$ cat src/rtl/reg_1b_8sz.sv
// ---------------------------------------------------------------------------
// reg_1b_8sz
//
// Eight-entry array of 1-bit elements with XOR point-update and prefix-XOR
// query. Storage is an 8-node Fenwick (binary indexed) tree. Node n holds
// the XOR of elements (n - lowbit(n)) .. (n - 1), using 0-based element
// indices. Both the update path and the query path are resolved
// combinationally from idx, so every operation completes in one cycle.
//
// Ports
//   clk    in   1  system clock, rising-edge active
//   reset  in   1  synchronous active-high reset; clears tree and out0
//   inst   in   2  00 = XOR-update, 01 = prefix query, 10/11 = no-op
//   idx    in   3  element index (update) or inclusive upper bound (query)
//   in0    in   1  update operand; ignored unless inst = 00
//   out0   out  1  registered prefix-XOR from the most recent query
// ---------------------------------------------------------------------------
module reg_1b_8sz (
  input  logic       clk,
  input  logic       reset,
  input  logic [1:0] inst,
  input  logic [2:0] idx,
  input  logic       in0,
  output logic       out0
);

  localparam logic [1:0] OP_UPD = 2'b00;
  localparam logic [1:0] OP_QRY = 2'b01;

  // Lowest set bit of a 1-based tree position.
  function automatic logic [3:0] lowbit(input logic [3:0] v);
    lowbit = v & (~v + 4'd1);
  endfunction

  // Nodes touched by an update of element e: e+1, then climb by lowbit
  // until the position passes 8. A 4-bit position wraps to 0 after 8,
  // which also ends the walk. The longest path (e = 0) has four nodes.
  function automatic logic [8:1] upd_path(input logic [2:0] e);
    logic [8:1] m;
    logic [3:0] pos;
    m   = '0;
    pos = {1'b0, e} + 4'd1;
    for (int k = 0; k < 4; k++) begin
      if (pos != 4'd0 && pos <= 4'd8) begin
        m[pos] = 1'b1;
        pos    = pos + lowbit(pos);
      end
    end
    upd_path = m;
  endfunction

  // Nodes summed by a query up to element e: e+1, then descend by lowbit
  // to 0. The number of nodes equals popcount(e+1), which is at most four.
  function automatic logic [8:1] qry_path(input logic [2:0] e);
    logic [8:1] m;
    logic [3:0] pos;
    m   = '0;
    pos = {1'b0, e} + 4'd1;
    for (int k = 0; k < 4; k++) begin
      if (pos != 4'd0) begin
        m[pos] = 1'b1;
        pos    = pos - lowbit(pos);
      end
    end
    qry_path = m;
  endfunction

  logic [8:1] tree_p0;
  logic       out0_p1;

  logic       is_upd;
  logic       is_qry;
  logic [8:1] upd_mask;
  logic [8:1] qry_mask;
  logic       qry_val;

  // ---- stage 0: decode and combinational Fenwick paths ----
  always_comb begin
    is_upd   = (inst == OP_UPD);
    is_qry   = (inst == OP_QRY);
    upd_mask = upd_path(idx);
    qry_mask = qry_path(idx);
    // The query reads the tree as it stands before this edge, so an update
    // at the previous edge is already visible without a bubble.
    qry_val  = ^(tree_p0 & qry_mask);
  end

  // ---- stage 1: tree state and registered query result ----
  always_ff @(posedge clk) begin
    if (reset) begin
      tree_p0 <= '0;
      out0_p1 <= 1'b0;
    end else begin
      if (is_upd) begin
        // in0 = 0 gates the mask to zero, which leaves the tree unchanged.
        tree_p0 <= tree_p0 ^ (upd_mask & {8{in0}});
      end
      if (is_qry) begin
        out0_p1 <= qry_val;
      end
    end
  end

  assign out0 = out0_p1;

endmodule

$ cat config.mk
export PLATFORM = sky130hd
export DESIGN_NAME = reg_1b_8sz
export DESIGN_NICKNAME = d
export VERILOG_FILES = /design/src/rtl/reg_1b_8sz.sv
export SDC_FILE = /design/constraint.sdc
export NUM_CORES = 1
export LEC_CHECK = 0
export ABC_AREA = 1
export BUFFER_PORTS_ARGS = -buffer_cell sky130_fd_sc_hd__buf_2
export CAP_MARGIN = 30
export CORE_MARGIN = 2
export CORE_UTILIZATION = 55
export CTS_CLUSTER_SIZE = 28
export DETAILED_ROUTE_END_ITERATION = 6
export PLACE_DENSITY = 0.77
export SETUP_SLACK_MARGIN = 0.2
export SLEW_MARGIN = 20
export SYNTH_ARGS = -nofsm -noshare
export SYNTH_HDL_FRONTEND = slang
export SYNTH_SLANG_ARGS = --single-unit
$ cat constraint.sdc
create_clock -name clk -period 1.8 [get_ports clk]
set_clock_uncertainty 0.2 [all_clocks]
set_input_delay 0 -clock clk [delete_from_list [all_inputs] [get_ports clk]]
set_output_delay 0 -clock clk [all_outputs]
set_load 0.02 [all_outputs]
==> flow_summary.json, run 1 <==
{
  "holdCritPathClass": "in2reg",
  "clk_path_buf_depth": 2,
  "outcome": "finished, violations left",
  "cp-end-kind": "flop",
  "clk_pin_slew_ns": 0.07,
  "setup_slack_ns": -0.2299,
  "yosysSeqAreaShare_pct": 13.27,
  "cp.arrival_ns": 2.01,
  "die_x_um": 53.68,
  "wl_um": 5271,
  "synth-adder-area-share_pct": 6.452,
  "syn-cell-area_mm2": 0.001358,
  "ant_nets": 0,
  "cts-root-buf": "clkbuf_4",
  "critical_path.max_fanout": 5,
  "final_common_cell": "nand2_1",
  "layout-drive-gt1-share_pct": 44.77,
  "cts_made_buffers": 3,
  "fill_cells": 126,
  "port_buffers": 8,
  "irDropWorstVdd_mv": 0.5857,
  "final_nets": 322,
  "ys_seq_elements": 9,
  "maxCapViolations": 0,
  "antenna_found_initial": 0,
  "netlist.area_leader.share_pct": 17.97,
  "grt_use_total_pct": 31.12,
  "drcViolationCount": 0,
  "final_area_mm2": 0.002133,
  "grt_max_degree": 11,
  "powerDensity_mw_per_mm2": 478.6,
  "place_area_mm2": 0.001778,
  "synthSimpleGateAreaFrac_pct": 56.77,
  "rows": 18,
  "cp-start-kind": "primary input",
  "synth_mux_area_share_pct": 0,
  "viasPerCell": 5.792,
  "min_period_ns": 2.030,
  "final_cell_mix": "51 x nand2_1, 43 x buf_4, 31 x inv_1, 23 x nand2_2, 23 x nor2_1",
  "start_util_pct": 56.33,
  "setup-tns-final_ns": -0.3581,
  "synth_top_family_by_area": "simple AND/OR/NAND/NOR gates",
  "dp_hpwl_um": 2810,
  "clkSinkCount": 9,
  "total_power_mw": 1.021,
  "crit_type": "in2reg",
  "grt_pass1_vias": 1581,
  "yosysWarnings": 0,
  "synth_xor_area_share_pct": 0,
  "tightest_slew_ns": 0.3937,
  "slew_headroom_pct": 73.58,
  "grt_pass1_wl_um": 6603,
  "synth.avg_cell_area_um2": 5.587,
  "hold_violations": 0,
  "seq_area_um2": 180.2,
  "core_mm2": 0.002410,
  "cts_tree": "yes",
  "dieArea_mm2": 0.002882,
  "initialDrtViolationCount": 151,
  "place.gp.congestion": 0.8623,
  "violations": "setup timing",
  "syn2layout_area_growth_pct": 57.14,
  "cts_max_level": 1,
  "first_pass_iters": 5,
  "power_leakage_nw": 1.067,
  "drv_slew": 0,
  "netlist_top_cells_area": "nand2_1 18%, dfxtp_1 13%, inv_1 11%",
  "synth_compound_area_share_pct": 10.69,
  "yosys.area.top_type": "nand2_1",
  "rsz0062_at_grt": "yes",
  "multi_input_comb_area_mm2": 0.001231,
  "worstSkewPairLatency_ns": 0.27,
  "antenna_cells": 0,
  "synthesis.nets": 258,
  "synthCells": 243,
  "finalCritPeriodShare_pct": 112.8,
  "crit_required_ns": 1.78,
  "vias": 1946,
  "avgRoutedWirePerCell_um": 15.69,
  "post-route-util_pct": 88.53,
  "die_h_um": 53.68,
  "setup_viol": 3,
  "max_freq_mhz": 492.6,
  "synth_cell_types": 25,
  "io_pins": 9,
  "grt_overflow_total": 0
}
==> state kept, by name, summed over array words and instances (netlist names) <==
signal   flops
out0         1
tree_p0      8
==> per-stage QoR <==
step | std cells | hold slack (ns) | setup slack (ns)
final | 336 | 0.05991 | -0.2299
after global routing | 336 | 0.06806 | -0.3332
after CTS | 333 | -0.2686 | 0.04032
after detailed placement | 319 | 0.02118 | -0.3989
after floorplan | 243 | -0.1226 | -0.04936
after global placement | 319 | 0.01834 | -0.3155
==> what timing repair did <==
action / in CTS / in global routing
cloned: 0 / 0
setup endpoints to repair: 6 / 7
endpoints found under the hold margin: 9 / 5
gates resized for setup: 29 / 31
hold buffers: 4 / 1
buffers inserted: 6 / 2
pin swaps: 25 / 24
==> power by group <==
part	switching, mW	internal, mW
clock network	0.0827	0.0861
registers	0.00854	0.206
logic	0.368	0.269
==> final timing paths <==
kind	start	end	slack, ns	cells past startpoint
min reg2reg	tree_p0[7]$_SDFFE_PP0N_	tree_p0[7]$_SDFFE_PP0N_	0.27	1
max reg2reg	tree_p0[3]$_SDFFE_PP0N_	out0$_SDFFE_PP0N_	0.19	11
max	idx[1]	out0$_SDFFE_PP0N_	-0.23	21
min	in0	tree_p0[7]$_SDFFE_PP0N_	0.06	4
==> layer usage <==
metal	global-route usage, %	wire length, µm
met1	37.60	1912
met5	0	0
met3	6.944	413
met4	11.97	361
met2	53.05	2583
==> kinds of logic (layout without fill, tap and decap cells) <==
family,Yosys count,in the layout
AOI/OAI and AO/OA,26,26
adders and majority gates,7,7
buffers and inverters,46,109
DFF,9,9
and+or+nand+nor,155,155
==> cell type report <==
cell class	instances	share of cell area (%)
clock buffers	4	1.232
inverters	46	8.915
flip-flops and latches	9	8.446
repair buffers	59	21.94
well taps	30	1.760
multi-input cells	188	57.71
==> synth_stat cells <==
library cell	number
nand2_1	65
inv_1	38
nor2_1	29
nand3_1	23
a21oi_1	13
nand2_2	13
dfxtp_1	9
o21ai_0	9
ha_1	7
inv_2	6
nand3_2	5
nand2_4	4
nand4_1	4
nor3_1	3
and3_1	2
nand3b_1	2
nor2_4	2
o21ai_1	2
a21oi_4	1
clkinv_1	1
clkinv_2	1
nand3_4	1
nand4_2	1
nor2_2	1
o21ai_2	1
==> critical path, cell delays in order <==
cell and delay (ns):
buf_12 0.10, clkinvlp_4 0.13, ha_4 0.32, inv_4 0.05, nand2_2 0.08, nand3b_1 0.14, nand3_1 0.15, nor2_1 0.21
nor2_1 0.09, nand2_1 0.08, nand2_1 0.07, nand2_1 0.06, nand2_1 0.06, nand2_2 0.10, inv_2 0.04, nand2_1 0.05
nand2_1 0.05, nand2_1 0.07, nand3_2 0.07, nand2_1 0.06, inv_1 0.04
Note: power is estimated with default switching activity, not from simulation.
==> inputs of run 2 (changes only) <==
Settings changed: CORE_ASPECT_RATIO from default to 0.9.
==> flow_summary.json, run 2 (synthesized netlist as in run 1, its figures left out) <==
{
  "rrSetupSlack_ns": 0.18,
  "min_to": "tree_p0[5]$_SDFFE_PP0N_",
  "grt_pass1_wl_um": 6603,
  "dpl.cell_count": 316,
  "post-route-util_pct": 85.22,
  "antenna_found_initial": 0,
  "rr_endpoint": "out0$_SDFFE_PP0N_",
  "initialDrtViolationCount": 143,
  "cts_made_buffers": 3,
  "finalCritPeriodShare_pct": 108.9,
  "cts_tree": "yes",
  "clk_pin_slew_ns": 0.07,
  "clk_path_buf_depth": 2,
  "setup_viol": 3,
  "antenna_cells": 0,
  "place.gp.congestion": 0.8424,
  "final_area_mm2": 0.002048,
  "worstReg2RegStart": "tree_p0[3]$_SDFFE_PP0N_",
  "first_pass_iters": 5,
  "drcViolationCount": 0,
  "core_mm2": 0.002404,
  "dp_hpwl_um": 2931,
  "cp.arrival_ns": 1.94,
  "finalNonFillerCells": 330,
  "hold_violations": 0,
  "tightest_slew_ns": 0.3704,
  "grt_pass1_vias": 1615,
  "worstSkewPairLatency_ns": 0.27,
  "dieArea_mm2": 0.002882,
  "outcome": "finished, violations left",
  "avgRoutedWirePerCell_um": 14.12,
  "vias": 1826,
  "port_buffers": 8,
  "min_period_ns": 1.960,
  "grt_use_total_pct": 28.74,
  "max_freq_mhz": 510.1,
  "place_area_mm2": 0.001768,
  "rsz0062_at_grt": "yes",
  "drv_slew": 0,
  "holdCritPathClass": "in2reg",
  "slew_headroom_pct": 75.31,
  "viasPerCell": 5.533,
  "die_h_um": 51.13,
  "cp-start-kind": "primary input",
  "powerDensity_mw_per_mm2": 454.3,
  "cts-root-buf": "clkbuf_4",
  "syn2layout_area_growth_pct": 50.88,
  "critical_path.max_fanout": 6,
  "setup_slack_ns": -0.1604,
  "crit_required_ns": 1.78,
  "power_leakage_nw": 1.035,
  "cts_max_level": 1,
  "final_common_cell": "nand2_1",
  "rows": 17,
  "clkSinkCount": 9,
  "wl_um": 4659,
  "layout-drive-gt1-share_pct": 42.72,
  "final_nets": 318,
  "ant_nets": 0,
  "grt_overflow_total": 0,
  "die_x_um": 56.37,
  "whs_path_depth": 5,
  "grt_max_degree": 11,
  "violations": "setup timing",
  "largest_reg_flops": 8,
  "crit_type": "in2reg",
  "reg2regPathDepth": 11,
  "final_cell_mix": "54 x nand2_1, 41 x buf_4, 32 x inv_1, 21 x nand2_2, 20 x nand3_1",
  "pre_cts_slack_ns": -0.3779,
  "cp-end-kind": "flop",
  "start_util_pct": 56.48,
  "io_pins": 9,
  "maxCapViolations": 0,
  "largest_register": "tree_p0",
  "min_from": "inst[0]",
  "worst_hold_slack_ns": 0.02523,
  "irDropWorstVdd_mv": 0.5691
}
run 2: area by class of cell:
class,count,area [µm²]
multi-input combinational,188,1196
inverter,46,180.2
timing repair buffer,55,430.4
clock buffer,4,26.28
fill,149,355.3
tap,28,35.03
sequential,9,180.2
run 2: layer usage:
metal | vias to the layer above | global-route usage (%) | share of wire, %
li1 | 881 | - | -
met1 | 846 | 35.89 | 40
met2 | 78 | 50.00 | 48
met3 | 21 | 6.329 | 7.1
met4 | 0 | 7.937 | 4.5
met5 | - | 0 | 0
run 2: worst max-delay path by stage:
stage                 from  slack (ns)                       to
global placement    idx[1]       -0.32        out0$_SDFFE_PP0N_
global route        idx[0]       -0.33        out0$_SDFFE_PP0N_
floorplan           idx[1]       -0.05  tree_p0[4]$_SDFFE_PP0N_
CTS                 idx[1]       0.004        out0$_SDFFE_PP0N_
finish              idx[0]       -0.16        out0$_SDFFE_PP0N_
detailed placement  idx[1]       -0.38        out0$_SDFFE_PP0N_
run 2: worst max-delay path, cell delays in order:
cell	delay [ns]
buf_6	0.11
ha_4	0.18
inv_2	0.05
nand2_2	0.06
nand2_4	0.07
buf_4	0.13
nand2_1	0.05
inv_1	0.14
nand3_1	0.12
a21oi_1	0.36
inv_1	0.16
nand2_2	0.10
nand2_2	0.07
nand2_1	0.08
nand2_1	0.05
nand2_1	0.05
nand3_1	0.07
nand2_1	0.06
inv_1	0.03
run 2: what timing repair did:
item / in CTS / in global routing
pin swaps: 25 / 22
endpoints found under the hold margin: 9 / 0
endpoints found under the setup margin: 6 / 6
hold buffers: 5 / 0
resized for setup: 24 / 24
gates cloned: 0 / 0
buffers inserted: 2 / 3
run 2: metrics by stage:
| step | setup TNS [ns] | power [mW] |
|---|---|---|
| finish | -0.2879 | 0.9305 |
| global route | -0.7228 | 0.9866 |
| CTS | 0 | 0.8642 |
| detailed placement | -2.015 | 0.6648 |
| global placement | -1.700 | 0.6550 |
| floorplan | -0.09555 | 0.5148 |
run 2: power breakdown:
part	internal [mW]	total [mW]	switching, mW
Clock	0.0857	0.163	0.0773
Sequential	0.206	0.215	0.00812
Combinational	0.233	0.553	0.320
Total	0.525	0.930	0.405
